**src/rtl/single_pkg.sv**
```systemverilog
// Shared types and constants for the single-precision reduction stage.
package single_pkg;

  typedef logic [31:0] float32_t;

  localparam float32_t FP_ZERO = 32'h0000_0000;
  localparam float32_t FP_QNAN = 32'h7FC0_0000;

  typedef enum logic [1:0] {
    IDLE  = 2'd0,
    ISSUE = 2'd1,
    WAIT  = 2'd2,
    DONE  = 2'd3
  } sum_state_t;

endpackage

```
**src/rtl/single_sum_v_add.sv**
```systemverilog
// One-clock IEEE-754 single-precision adder, round-to-nearest-even.
// The result register is loaded every cycle; only out_valid carries meaning.
module single_add_1clk
  import single_pkg::*;
(
  input  logic     clk,
  input  logic     rst_n,
  input  logic     in_valid,
  input  float32_t a,
  input  float32_t b,
  output logic     out_valid,
  output float32_t c
);

  logic     vld_p1;
  float32_t res_p1;

  // Leading-zero count of a 27-bit mantissa, 27 when all zero.
  function automatic logic [4:0] lzc27(input logic [26:0] v);
    logic [4:0] n;
    n = 5'd27;
    for (int i = 0; i < 27; i++) if (v[i]) n = 5'(26 - i);
    return n;
  endfunction

  // m holds {hidden, frac[22:0], guard, round, sticky}; a clear hidden bit
  // means a denormal, whose exponent field becomes 0 unless rounding carries in.
  function automatic float32_t round_pack(input logic sgn, input logic [9:0] e,
                                          input logic [26:0] m);
    logic       inc;
    logic [24:0] mr;
    logic [9:0]  ef;
    inc = m[2] & (m[1] | m[0] | m[3]);
    mr  = {1'b0, m[26:3]} + 25'(inc);
    if (mr[24]) begin
      ef = e + 10'd1;
      mr = mr >> 1;
    end else if (mr[23]) begin
      ef = e;
    end else begin
      ef = 10'd0;
    end
    if (ef >= 10'd255) return {sgn, 8'hFF, 23'd0};
    return {sgn, ef[7:0], mr[22:0]};
  endfunction

  // Full float add: specials first, then align, add/subtract, normalise, round.
  function automatic float32_t fp_add(input float32_t x, input float32_t y);
    logic        x_nan, y_nan, x_inf, y_inf, sub;
    float32_t    big, sml;
    logic [9:0]  eb, es, e;
    logic [7:0]  d;
    logic [27:0] mb, ms, m;
    logic [55:0] shw;
    logic [4:0]  lz, sh;
    x_nan = (x[30:23] == 8'hFF) && (x[22:0] != 23'd0);
    y_nan = (y[30:23] == 8'hFF) && (y[22:0] != 23'd0);
    x_inf = (x[30:23] == 8'hFF) && (x[22:0] == 23'd0);
    y_inf = (y[30:23] == 8'hFF) && (y[22:0] == 23'd0);
    if (x_nan || y_nan || (x_inf && y_inf && (x[31] != y[31]))) return FP_QNAN;
    if (x_inf) return x;
    if (y_inf) return y;
    if (x[30:0] >= y[30:0]) begin
      big = x;
      sml = y;
    end else begin
      big = y;
      sml = x;
    end
    eb  = (big[30:23] == 8'd0) ? 10'd1 : {2'b00, big[30:23]};
    es  = (sml[30:23] == 8'd0) ? 10'd1 : {2'b00, sml[30:23]};
    mb  = {1'b0, (big[30:23] != 8'd0), big[22:0], 3'b000};
    ms  = {1'b0, (sml[30:23] != 8'd0), sml[22:0], 3'b000};
    d   = ((eb - es) > 10'd28) ? 8'd28 : 8'(eb - es);
    shw = {ms, 28'd0} >> d;
    ms  = {shw[55:29], shw[28] | (|shw[27:0])};
    sub = big[31] ^ sml[31];
    m   = sub ? (mb - ms) : (mb + ms);
    e   = eb;
    if (m == 28'd0) return {big[31] & ~sub, 31'd0};
    if (m[27]) begin
      m = {1'b0, m[27:2], m[1] | m[0]};
      e = e + 10'd1;
    end else begin
      lz = lzc27(m[26:0]);
      sh = (10'(lz) < (e - 10'd1)) ? lz : 5'(e - 10'd1);
      m  = m << sh;
      e  = e - 10'(sh);
    end
    return round_pack(big[31], e, m[26:0]);
  endfunction

  // Stage p0 -> p1: register the sum and its valid flag.
  always_ff @(posedge clk) begin
    if (!rst_n) vld_p1 <= 1'b0;
    else        vld_p1 <= in_valid;
    res_p1 <= fp_add(a, b);
  end

  assign out_valid = vld_p1;
  assign c         = res_p1;

endmodule

```
**src/rtl/single_sum_v.sv**
```systemverilog
// Sequential float reduction: ((v0+v1)+v2)+... through one shared adder.
module single_sum_v
  import single_pkg::*;
#(
  parameter int WIDTH = 10
) (
  input  logic     clk,
  input  logic     rst,
  input  logic     start,
  input  float32_t vector_in [WIDTH],
  output logic     busy,
  output logic     done,
  output float32_t sum
);

  localparam int IW = $clog2(WIDTH + 1);
  localparam logic [IW-1:0] LAST = IW'(WIDTH - 1);

  sum_state_t    state, state_nxt;
  float32_t      vec_q [WIDTH];
  float32_t      acc;
  logic [IW-1:0] idx;
  logic          add_in_valid, add_out_valid;
  float32_t      add_a, add_b, add_c;

  // State register.
  always_ff @(posedge clk) begin
    if (rst) state <= IDLE;
    else     state <= state_nxt;
  end

  // Next-state logic.
  always_comb begin
    state_nxt = state;
    case (state)
      IDLE:    if (start) state_nxt = (WIDTH == 1) ? DONE : ISSUE;
      ISSUE:   state_nxt = WAIT;
      WAIT:    if (add_out_valid) state_nxt = (idx == LAST) ? DONE : ISSUE;
      DONE:    state_nxt = IDLE;
      default: state_nxt = IDLE;
    endcase
  end

  // FSM outputs; the adder is kept quiet while reset is held.
  always_comb begin
    busy         = (state != IDLE);
    done         = (state == DONE);
    add_in_valid = (state == ISSUE) && !rst;
  end

  // Operand capture; only the start cycle's vector is ever used.
  always_ff @(posedge clk) begin
    if (!rst && state == IDLE && start) vec_q <= vector_in;
  end

  // Accumulator, element index and published result.
  always_ff @(posedge clk) begin
    if (rst) begin
      acc <= FP_ZERO;
      idx <= '0;
      sum <= FP_ZERO;
    end else begin
      case (state)
        IDLE: if (start) begin
          acc <= vector_in[0];
          idx <= IW'(1);
          if (WIDTH == 1) sum <= vector_in[0];
        end
        WAIT: if (add_out_valid) begin
          acc <= add_c;
          idx <= idx + IW'(1);
          if (idx == LAST) sum <= add_c;
        end
        default: ;
      endcase
    end
  end

  // Operand select for the shared adder.
  always_comb begin
    add_a = rst ? FP_ZERO : acc;
    add_b = FP_ZERO;
    for (int i = 0; i < WIDTH; i++) begin
      if (!rst && idx == IW'(i)) add_b = vec_q[i];
    end
  end

  single_add_1clk u_add (
    .clk       (clk),
    .rst_n     (~rst),
    .in_valid  (add_in_valid),
    .a         (add_a),
    .b         (add_b),
    .out_valid (add_out_valid),
    .c         (add_c)
  );

endmodule

```
**config.mk**
```make
export PLATFORM = sky130hd
export DESIGN_NAME = single_sum_v
export DESIGN_NICKNAME = d
export VERILOG_FILES = /design/src/rtl/single_pkg.sv /design/src/rtl/single_sum_v_add.sv /design/src/rtl/single_sum_v.sv
export SDC_FILE = /design/constraint.sdc
export NUM_CORES = 1
export LEC_CHECK = 0
export CORE_ASPECT_RATIO = 1.1
export CORE_MARGIN = 5
export CORE_UTILIZATION = 41
export DETAILED_ROUTE_END_ITERATION = 6
export PLACE_DENSITY = 0.59
export SETUP_SLACK_MARGIN = 0.15
export SYNTH_ARGS = -nofsm -noshare
export SYNTH_HDL_FRONTEND = slang
export SYNTH_SLANG_ARGS = --single-unit
export TNS_END_PERCENT = 1
```
**constraint.sdc**
```tcl
create_clock -name clk -period 36.1 [get_ports clk]
set_clock_uncertainty 0.1 [all_clocks]
set_input_delay 5.415 -clock clk [delete_from_list [all_inputs] [get_ports clk]]
set_output_delay 5.415 -clock clk [all_outputs]
set_load 0.02 [all_outputs]
```
==> flow_summary_export.csv <==
group,metric,value,unit
synthesis,netlist_instances,3256,
run,drv_cap,0,
cts,cts_resized,0,
cts,cts_tree,"built",
synthesis,yosys_warnings,0,
drt,drt-total-wl,135,mm
critical_path,slowest_stage,"nor2_1",
cts,clock-sinks,423,
synthesis,synthesis.nets,3686,
critical_path,cp.required,36.43,ns
place,globalplace.congestion,1.02,
critical_path,r2r_end,"u_add.c[10]",
cts,cts_setup_buffers,0,
status,status,"complete, but fails checks",
critical_path,cp.arrival,28.38,ns
critical_path,cp-startpoint,"rst",
critical_path,r2r_slack,11.89,ns
synthesis,syn-cell-area,0.0289,mm^2
timing,tns,0,ns
cells_and_area,final_cells,4506,
cts,postCtsHoldBufs,0,
cts,clock-root-buffer,"clkbuf_16",
timing,max_freq,35.6,MHz
floorplanning,coreArea,0.0701,mm^2
cells_and_area,fin_nets,3949,
critical_path,max_stage_delay,0.89,ns
cts,cts_buffers,42,
drt,wl_per_cell,29.9,um
place,port-buffer-count,356,
pwr,p_per_area,79.1,mW/mm^2
min_path,hold_path_class,"flip-flop to flip-flop",
timing,setup_viol,0,
pwr,comb_power_share,0.622,
grt,antenna_found_initial,16,
synthesis,synthFlopType,"edfxtp_1",
cells_and_area,multi_input_area,0.0159,mm^2
cts,worstSkewPairLatency,0.57,ns
drt,ant_nets,0,
timing,period_share,0.777,
grt,grt_max_degree,91,
cells_and_area,final-seq-area,0.0117,mm^2
synthesis,synth-edff-count,320,
place,placedCellCount,4411,
cells_and_area,mostFrequentLayoutCell,"nand2_1",
pwr,clock_power_share,0.160,
critical_path,start_kind,"input port",
critical_path,endpoint,"u_add.c[10]",
grt,grt_pass1_wl,192,mm
pwr,p_int,1.38,mW
pwr,p_seq_frac,0.218,
floorplanning,io_pins,357,
timing,fin_crit,28.05,ns
cts,cts.htree.levels,2,
cells_and_area,mostFrequentLayoutCells,"451 x nand2_1, 355 x clkdlybuf4s50_1, 320 x edfxtp_1",
synthesis,syn_avg_cell_area,8.87,um^2
timing,maxSlewViolCount,0,
critical_path,r2r_cells,81,
grt,overflow,0,
cts,cts_buffer_depth,3,
synthesis,seq_area_frac_synth,0.404,
floorplanning,die_area,0.0758,mm^2
synthesis,synth_seq_cells,423,
synthesis,synth_cell_types,132,
floorplanning,start_util,0.412,
cells_and_area,area_delta_synth_final,20.3,%
critical_path,cp_max_fo,89,
critical_path,critPathCaptureType,"flip-flop",
cells_and_area,fillers,6552,
drt,vias,28900,
pwr,switchingPower,1.37,mW
timing,slew_headroom,0.158,
timing,rsz0062_at_grt,"no",
drt,first_pass_iters,7,
pwr,switching_share,0.499,
floorplanning,die_w,263,um
grt,grt_pass1_vias,27600,
critical_path,criticalPathCategory,"input port to flip-flop",
status,violations,"DRC",
floorplanning,rows,102,
synthesis,synthArstFlopShare,0,
pwr,peakVddDrop,0.0000647,V
floorplanning,die_h,288,um
place,place_hpwl,105,mm
drt,routed_via_density,6.40,
drt,drc,1,
cells_and_area,drive_above_1_share,0.0687,
critical_path,crit_top_cell,"a21oi_1",
critical_path,r2r-start,"idx[0]",
pwr,p_leak,12.7,nW
min_path,whs_path_depth,2,
timing,worst_pin_slew,1.25,ns
drt,drt-initial-drc-count,3433,
grt,grt_use_total,0.336,
timing,hold_viol,0,
cts,clk_pin_slew_worst_paths,0.06,ns
[metrics by stage]
step / setup slack, ns / hold slack, ns / area, um^2 / utilization / power [mW]
after floorplan: 12.82 / 0.332 / 28900 / - / 1.73
after global placement: 8.83 / 0.347 / 33300 / 0.475 / 2.27
after detailed placement: 8.25 / 0.355 / 33300 / 0.475 / 2.26
after CTS: 8.74 / 0.364 / 34700 / 0.495 / 2.71
after global routing: 6.56 / 0.382 / 34700 / 0.495 / 2.87
final: 8.05 / 0.363 / 34700 / 0.496 / 2.75
[synthesized netlist by cell type, types with 31 or more instances]
master | number | area share
mux2i_1 | 55 | 0.019
nand2_1 | 453 | 0.059
o211ai_1 | 57 | 0.015
nand3_1 | 69 | 0.012
inv_1 | 123 | 0.016
a21oi_1 | 276 | 0.048
o21a_1 | 31 | 0.0081
nor2_1 | 267 | 0.035
and3_1 | 32 | 0.0069
buf_2 | 35 | 0.0061
o21ai_1 | 37 | 0.0064
o21ai_0 | 195 | 0.034
nor3_1 | 81 | 0.014
a311oi_1 | 41 | 0.012
clkbuf_1 | 127 | 0.017
xnor2_1 | 47 | 0.014
a211oi_1 | 35 | 0.0091
ha_1 | 104 | 0.045
dfxtp_1 | 103 | 0.071
nor2b_1 | 33 | 0.0072
or3_1 | 31 | 0.0067
edfxtp_1 | 320 | 0.33
nand4_1 | 41 | 0.0089
a31oi_1 | 31 | 0.0067
[worst max-delay path: cells and delay by family]
| family | cells | cell delay (ns) |
|---|---|---|
| compound gates | 33 | 8.19 |
| xor+xnor | 2 | 0.95 |
| buf+inv | 9 | 2.48 |
| mux | 2 | 0.69 |
| fa+ha+maj | 6 | 1.99 |
| simple gates | 29 | 8.57 |
[power groups by stage]
stage,Combinational (mW),Sequential [mW],Clock [mW]
after floorplan,1.13,0.603,0
after global placement,1.66,0.608,0
after detailed placement,1.66,0.608,0
after CTS,1.66,0.598,0.445
after global routing,1.81,0.600,0.464
final,1.71,0.598,0.441
[area by class of cell]
type	count	share of cell area
Multi-Input combinational cell	2503	0.459
Sequential cell	423	0.336
Timing Repair Buffer	418	0.116
Tap cell	936	0.0337
Clock buffer	58	0.0334
Inverter	131	0.0142
Clock inverter	19	0.00591
Antenna cell	18	0.00130
[cells by family (layout without fill, tap and decap cells)]
logic type / Yosys count / in the layout / synth area share
adder cells (fa/ha/maj): 109 / 109 / 0.0479
multiplexers: 85 / 85 / 0.0350
XOR/XNOR: 66 / 66 / 0.0203
other: 0 / 18 / 0
flip-flops: 423 / 423 / 0.404
buffers and inverters: 330 / 626 / 0.0466
AND/OR/NAND/NOR: 1186 / 1186 / 0.197
AO/OA/AOI/OAI: 1057 / 1057 / 0.249
[sequential cells by signal, indices dropped and copies added (netlist names)]
name	flops
state	2
u_add.c	32
idx	4
vec_q	320
u_add.out_valid	1
acc	32
sum	32
[metal layers]
layer / part of all wire / wire, um / up-vias / global-route usage
met4: 0.064 / 8620 / 6 / 0.173
met5: 0.00027 / 37 / - / 0
met1: 0.39 / 52500 / 14200 / 0.417
li1: - / - / 12800 / -
met3: 0.070 / 9400 / 315 / 0.0444
met2: 0.48 / 64300 / 1525 / 0.578
[how the worst min path moves through the flow]
| stage | from | endpoint |
|---|---|---|
| 2_1_floorplan | u_add.c[0] | sum[0] |
| 3_3_place_gp | sum[20] | sum[20] |
| 3_5_place_dp | sum[28] | sum[28] |
| 4_1_cts | sum[3] | sum[3] |
| 5_1_grt | sum[15] | sum[15] |
| 6_report | sum[28] | sum[28] |
Note: power is estimated with default switching activity, not from simulation.
